===== config.mk =====
export PLATFORM = sky130hd
export DESIGN_NAME = intra_4x4_mode_sel
export DESIGN_NICKNAME = d
export VERILOG_FILES = /design/src/rtl/intra_pkg.sv /design/src/rtl/intra_4x4_pred_gen.sv /design/src/rtl/intra_4x4_mode_sel.sv
export SDC_FILE = /design/constraint.sdc
export NUM_CORES = 2
export LEC_CHECK = 0
export CORE_MARGIN = 5
export CORE_UTILIZATION = 50
export CTS_CLUSTER_DIAMETER = 50
export CTS_CLUSTER_SIZE = 8
export DETAILED_ROUTE_END_ITERATION = 16
export GPL_ROUTABILITY_DRIVEN = 0
export PLACE_DENSITY = 0.76
export SLEW_MARGIN = 20
export SYNTH_ARGS = -nofsm -noshare
export SYNTH_HDL_FRONTEND = slang
export SYNTH_SLANG_ARGS = --single-unit

===== constraint.sdc =====
create_clock -name clk -period 19.3 [get_ports clk]
set_input_delay 2.895 -clock clk [delete_from_list [all_inputs] [get_ports clk]]
set_output_delay 2.895 -clock clk [all_outputs]
set_load 0.02 [all_outputs]

===== src/rtl/intra_pkg.sv =====
// Shared types and width helpers for the 4x4 luma intra mode selector.
package intra_pkg;

    typedef enum logic [1:0] {
        INTRA4_V  = 2'd0,
        INTRA4_H  = 2'd1,
        INTRA4_DC = 2'd2
    } intra_mode_e;

    typedef enum logic [1:0] {
        ST_IDLE = 2'd0,
        ST_EVAL = 2'd1,
        ST_OUT  = 2'd2
    } state_e;

    localparam int BIT_DEPTH_DEF = 8;
    localparam int SAD_W         = BIT_DEPTH_DEF + 4;
    localparam int RES_W         = BIT_DEPTH_DEF + 1;

    function automatic int sad_width(input int bd);
        return bd + 4;
    endfunction

    function automatic int res_width(input int bd);
        return bd + 1;
    endfunction

endpackage


===== src/rtl/intra_4x4_pred_gen.sv =====
// Combinational 4x4 V/H/DC predictor from latched neighbours and availability flags.
module intra_4x4_pred_gen
    import intra_pkg::*;
#(
    parameter int BIT_DEPTH = 8
) (
    input  logic [1:0]                       mode,
    input  logic [3:0][BIT_DEPTH-1:0]        top,
    input  logic [3:0][BIT_DEPTH-1:0]        left,
    input  logic                             avail_a,
    input  logic                             avail_b,
    output logic [3:0][3:0][BIT_DEPTH-1:0]   pred
);

    localparam int SUM_W = BIT_DEPTH + 3;

    logic [SUM_W-1:0]     sum_t;
    logic [SUM_W-1:0]     sum_l;
    logic [BIT_DEPTH-1:0] dc;

    always_comb begin
        sum_t = '0;
        sum_l = '0;
        for (int k = 0; k < 4; k++) begin
            sum_t = sum_t + SUM_W'(top[k]);
            sum_l = sum_l + SUM_W'(left[k]);
        end
        if (avail_a && avail_b)
            dc = BIT_DEPTH'((sum_t + sum_l + SUM_W'(4)) >> 3);
        else if (avail_b)
            dc = BIT_DEPTH'((sum_t + SUM_W'(2)) >> 2);
        else if (avail_a)
            dc = BIT_DEPTH'((sum_l + SUM_W'(2)) >> 2);
        else
            dc = BIT_DEPTH'(1 << (BIT_DEPTH - 1));
    end

    always_comb begin
        pred = '0;
        for (int i = 0; i < 4; i++) begin
            for (int j = 0; j < 4; j++) begin
                case (mode)
                    INTRA4_V: pred[i][j] = top[j];
                    INTRA4_H: pred[i][j] = left[i];
                    default:  pred[i][j] = dc;
                endcase
            end
        end
    end

endmodule


===== src/rtl/intra_4x4_mode_sel.sv =====
// Sequential 4x4 intra mode decision: one candidate per cycle, minimum SAD wins, ties keep lower mode.
module intra_4x4_mode_sel
    import intra_pkg::*;
#(
    parameter int BIT_DEPTH = 8,
    parameter int EN_VH     = 1
) (
    input  logic                             clk,
    input  logic                             rst,
    input  logic                             in_valid,
    output logic                             in_ready,
    input  logic [3:0][BIT_DEPTH-1:0]        top,
    input  logic [3:0][BIT_DEPTH-1:0]        left,
    input  logic                             mbAddrA_valid,
    input  logic                             mbAddrB_valid,
    input  logic [3:0][3:0][BIT_DEPTH-1:0]   orig,
    output logic                             out_valid,
    input  logic                             out_ready,
    output logic [1:0]                       best_mode,
    output logic [BIT_DEPTH+3:0]             best_sad,
    output logic [3:0][3:0][BIT_DEPTH-1:0]   pred_matrix,
    output logic [3:0][3:0][BIT_DEPTH:0]     residual
);

    localparam int SW = sad_width(BIT_DEPTH);
    localparam int RW = res_width(BIT_DEPTH);

    state_e                           state, state_nxt;
    logic [3:0][BIT_DEPTH-1:0]        top_q, left_q;
    logic                             a_q, b_q;
    logic [3:0][3:0][BIT_DEPTH-1:0]   orig_q;
    logic [1:0]                       mode_q, best_mode_q;
    logic [SW-1:0]                    best_sad_q;
    logic                             have_best_q;

    logic [3:0][3:0][BIT_DEPTH-1:0]   cand_pred, win_pred;
    logic [3:0][3:0][RW-1:0]          cand_diff;
    logic [3:0][3:0][BIT_DEPTH-1:0]   cand_abs;
    logic [SW-1:0]                    cand_sad;
    logic                             cand_avail, cand_take;

    intra_4x4_pred_gen #(.BIT_DEPTH(BIT_DEPTH)) u_pred_cand (
        .mode(mode_q), .top(top_q), .left(left_q),
        .avail_a(a_q), .avail_b(b_q), .pred(cand_pred)
    );

    intra_4x4_pred_gen #(.BIT_DEPTH(BIT_DEPTH)) u_pred_win (
        .mode(best_mode_q), .top(top_q), .left(left_q),
        .avail_a(a_q), .avail_b(b_q), .pred(win_pred)
    );

    always_comb begin
        cand_sad = '0;
        for (int i = 0; i < 4; i++) begin
            for (int j = 0; j < 4; j++) begin
                cand_diff[i][j] = {1'b0, orig_q[i][j]} - {1'b0, cand_pred[i][j]};
                cand_abs[i][j]  = cand_diff[i][j][BIT_DEPTH] ? BIT_DEPTH'(-cand_diff[i][j])
                                                             : cand_diff[i][j][BIT_DEPTH-1:0];
                cand_sad        = cand_sad + SW'(cand_abs[i][j]);
            end
        end
    end

    // Unavailable candidates burn their cycle but can never become best.
    always_comb begin
        case (mode_q)
            INTRA4_V: cand_avail = b_q;
            INTRA4_H: cand_avail = a_q;
            default:  cand_avail = 1'b1;
        endcase
        cand_take = cand_avail && (!have_best_q || (cand_sad < best_sad_q));
    end

    always_ff @(posedge clk or posedge rst) begin
        if (rst) state <= ST_IDLE;
        else     state <= state_nxt;
    end

    always_comb begin
        state_nxt = state;
        case (state)
            ST_IDLE: if (in_valid) state_nxt = ST_EVAL;
            ST_EVAL: if (mode_q == INTRA4_DC) state_nxt = ST_OUT;
            ST_OUT:  if (out_ready) state_nxt = ST_IDLE;
            default: state_nxt = ST_IDLE;
        endcase
    end

    always_comb begin
        in_ready  = (state == ST_IDLE);
        out_valid = (state == ST_OUT);
    end

    always_ff @(posedge clk or posedge rst) begin
        if (rst) begin
            top_q       <= '0;
            left_q      <= '0;
            a_q         <= 1'b0;
            b_q         <= 1'b0;
            orig_q      <= '0;
            mode_q      <= INTRA4_DC;
            best_mode_q <= INTRA4_DC;
            best_sad_q  <= '0;
            have_best_q <= 1'b0;
        end else begin
            if (state == ST_IDLE && in_valid) begin
                top_q       <= top;
                left_q      <= left;
                a_q         <= mbAddrA_valid;
                b_q         <= mbAddrB_valid;
                orig_q      <= orig;
                mode_q      <= (EN_VH != 0) ? INTRA4_V : INTRA4_DC;
                have_best_q <= 1'b0;
            end
            if (state == ST_EVAL) begin
                if (cand_take) begin
                    best_mode_q <= mode_q;
                    best_sad_q  <= cand_sad;
                    have_best_q <= 1'b1;
                end
                if (mode_q != INTRA4_DC) mode_q <= mode_q + 2'd1;
            end
        end
    end

    always_comb begin
        best_mode   = best_mode_q;
        best_sad    = best_sad_q;
        pred_matrix = '0;
        residual    = '0;
        if (out_valid) begin
            pred_matrix = win_pred;
            for (int i = 0; i < 4; i++)
                for (int j = 0; j < 4; j++)
                    residual[i][j] = {1'b0, orig_q[i][j]} - {1'b0, win_pred[i][j]};
        end
    end

endmodule


==> results.sh <==
export IMPL_post_cts_setup_buffer_count=0
export IMPL_yosysSeqAreaShare_pct=18.3
export IMPL_ctsResizeCount=0
export IMPL_yosysTopAreaCell="dfrtp_1"
export IMPL_top_usage_layer="met2"
export IMPL_period_share_pct=80.4
export IMPL_dr_pass1_iters=8
export IMPL_hp_class="flip-flop to flip-flop"
export IMPL_drv_cap=0
export IMPL_stdcell_area_mm2=0.0359
export IMPL_crit_arrival_ns=15.95
export IMPL_finish_net_count=4870
export IMPL_num_vias=30200
export IMPL_cp_common_cell="fa_1"
export IMPL_tns_ns=0
export IMPL_yosysTopAreaCellShare_pct=18.2
export IMPL_skew_ns=0.0271
export IMPL_netlist_instances=3706
export IMPL_worst_path_max_delay_cell="nand3_1"
export IMPL_die_area_mm2=0.0631
export IMPL_placed_cell_area_mm2=0.0348
export IMPL_cts_buffers_inserted=39
export IMPL_cp_required_ns=19.74
export IMPL_hpwl_um=104000
export IMPL_fill_cells=5119
export IMPL_antenna_found_initial=7
export IMPL_cp_top_family="adder cells"
export IMPL_cpPeakStageDelay_ns=0.71
export IMPL_yosys_most_used_dff="dfrtp_1"
export IMPL_status="finished, final reports clean"
export IMPL_critPathBufInv=8
export IMPL_hold_viol=0
export IMPL_avgViaCountPerCell=6.12
export IMPL_syn_avg_cell_area_um2=7.85
export IMPL_cts_tree="yes"
export IMPL_clk_path_buf_depth=3
export IMPL_max_freq_ghz=0.0645
export IMPL_drc=0
export IMPL_worst_setup_path_end_kind="flip-flop"
export IMPL_cts_root_buf="clkbuf_16"
export IMPL_cts_hold_buf=0
export IMPL_grt_use_met1_pct=49.3
export IMPL_grt_pass1_wl_um=188000
export IMPL_ys_ff_latch=213
export IMPL_yosysUniqueCellTypes=77
export IMPL_drive_above_1_share_pct=3.74
export IMPL_worst_pin_slew_ns=1.38
export IMPL_area_growth_pct=23.6
export IMPL_syn_area_mm2=0.0291
export IMPL_async_reset_ff_share_pct=100
export IMPL_regArea_mm2=0.00533
export IMPL_final_min_clock_period_ns=15.51
export IMPL_final_util_pct=62.3
export IMPL_yosys_warnings=0
export IMPL_cts_htree_levels=2
export IMPL_cp_start_kind="flip-flop"
export IMPL_placementRows=88
export IMPL_timing_hold_ws_ns=0.514
export IMPL_drt_iter0_drc=4042
export IMPL_ios=486
export IMPL_synth_edf_count=0
export IMPL_fp_dieH_um=251
export IMPL_grt_pass1_vias=29600
export IMPL_port_buffers=485
export IMPL_grt_usage_pct=39.8
export IMPL_wl_um=131000
export IMPL_worstSetupPathType="flip-flop to flip-flop"
export IMPL_cp_max_fo=16
export IMPL_chipWidth_um=251
export IMPL_wl_per_cell_um=26.5
export IMPL_grt_max_degree=129
export IMPL_multi_input_comb_area_mm2=0.0222
export IMPL_clkTransAtPathRegs_ns=0.05
export IMPL_maxSlewViolCount=0
export IMPL_syn_nets=4426
export IMPL_ant_nets=0
export IMPL_grt_util_met3_pct=16.0
export IMPL_cts_sinks=213
export IMPL_max_slew_margin_pct=7.71
export IMPL_synth_area_leaders="dfrtp_1, ha_1, fa_1"
export IMPL_grt_met2_usage_pct=58.2
export IMPL_worstSkewPairLatency_ns=0.58
export IMPL_finalSetupViolations=0
export IMPL_grt_setup_unrepaired="no"
export IMPL_core_area_mm2=0.0577
export IMPL_start_util_pct=50.4
export IMPL_gr_total_overflow=0
[layout by cell type, fill, tap and decap left out, drive strengths merged, types with 48 or more instances in the layout]
cell type,netlist,routed
nand2,721,721
clkdlybuf4s50,0,485
o21ai,383,383
ha,356,356
inv,292,292
nor2,216,216
dfrtp,211,211
a21oi,209,209
xnor2,195,195
fa,166,166
a21o,165,165
nor2b,102,102
nand2b,85,85
xor2,79,79
a211oi,64,64
clkbuf,107,48
[sequential cells by signal (all words and copies together), names as in the netlist]
name and count:
a_q 1, b_q 1, best_mode 2, best_sad 12
have_best_q 1, left_q 32, mode_q 2, orig_q 128
state 2, top_q 32
[through the flow]
step | setup slack, ns | cells
2_1_floorplan | 5.64 | 3706
3_3_place_gp | 4.59 | 4874
3_5_place_dp | 4.19 | 4874
4_1_cts | 4.17 | 4935
5_1_grt | 3.16 | 4936
6_report | 3.79 | 4942
[routing by layer]
metal | share of wire [%] | routed length, um
met1 | 36 | 47300
met2 | 41 | 53500
met3 | 15 | 19100
met4 | 8.3 | 10800
met5 | 0.035 | 46
[worst paths after layout]
kind | start | endpoint | slack (ns) | cells past startpoint
hold / removal | have_best_q$_DFF_PP0_ | have_best_q$_DFF_PP0_ | 0.51 | 1
hold reg to reg | have_best_q$_DFF_PP0_ | have_best_q$_DFF_PP0_ | 0.51 | 1
setup / recovery | top_q[8]$_DFFE_PP0P_ | best_sad[9]$_DFFE_PP0P_ | 3.79 | 55
min in group asynchronous | rst | top_q[15]$_DFFE_PP0P_ | 2.80 | 2
setup reg to reg | top_q[8]$_DFFE_PP0P_ | best_sad[9]$_DFFE_PP0P_ | 3.79 | 55
max in group asynchronous | rst | orig_q[74]$_DFFE_PP0P_ | 15.11 | 3
[cell usage after synthesis (all sizes together), types with 4 or more instances]
cell	number
a221oi	5
xnor2	195
inv	292
o31a	7
a21o	165
nand4	5
a311oi	4
buf	21
or3	19
o21a	26
nor2	216
xor2	79
nand2	721
nand2b	85
nor2b	102
a21boi	4
nor3b	5
a211oi	64
o21ai	383
fa	166
dfrtp	211
and2	34
o21bai	29
clkbuf	107
mux2	13
a21oi	209
ha	356
mux2i	20
o31ai	16
nand3	30
nor4	6
and3	24
o41ai	17
nor3	23
[cells by family after synthesis]
family / after synthesis / share of synthesized area, %
buffers and inverters: 421 / 5.67
muxes: 33 / 1.19
DFF: 213 / 18.3
adders and majority gates: 522 / 26.7
AOI/OAI and AO/OA: 960 / 20.3
and+or+nand+nor: 1283 / 19.5
xor gates and xnor gates: 274 / 8.28
[worst register-to-register path: cells and delay by family (launching register included)]
kind / cells / cell delay (ns)
fa+ha+maj: 15 / 6.39
compound gates: 19 / 4.19
simple gates: 10 / 2.89
buf+inv: 8 / 0.81
flops: 1 / 0.40
mux: 1 / 0.37
xor+xnor: 2 / 0.36
[cell type report]
cell class / count / share of cell area [%]
Inverter: 293 / 3.08
Clock inverter: 13 / 0.310
Tap cell: 765 / 2.66
Timing Repair Buffer: 531 / 14.5
Antenna cell: 7 / 0.0487
Clock buffer: 48 / 2.86
Multi-Input combinational cell: 3072 / 61.7
Sequential cell: 213 / 14.8
Power is left out: the tool's default activity adds up to more than one toggle a clock period on the data nets, which glitch-free logic cannot reach.
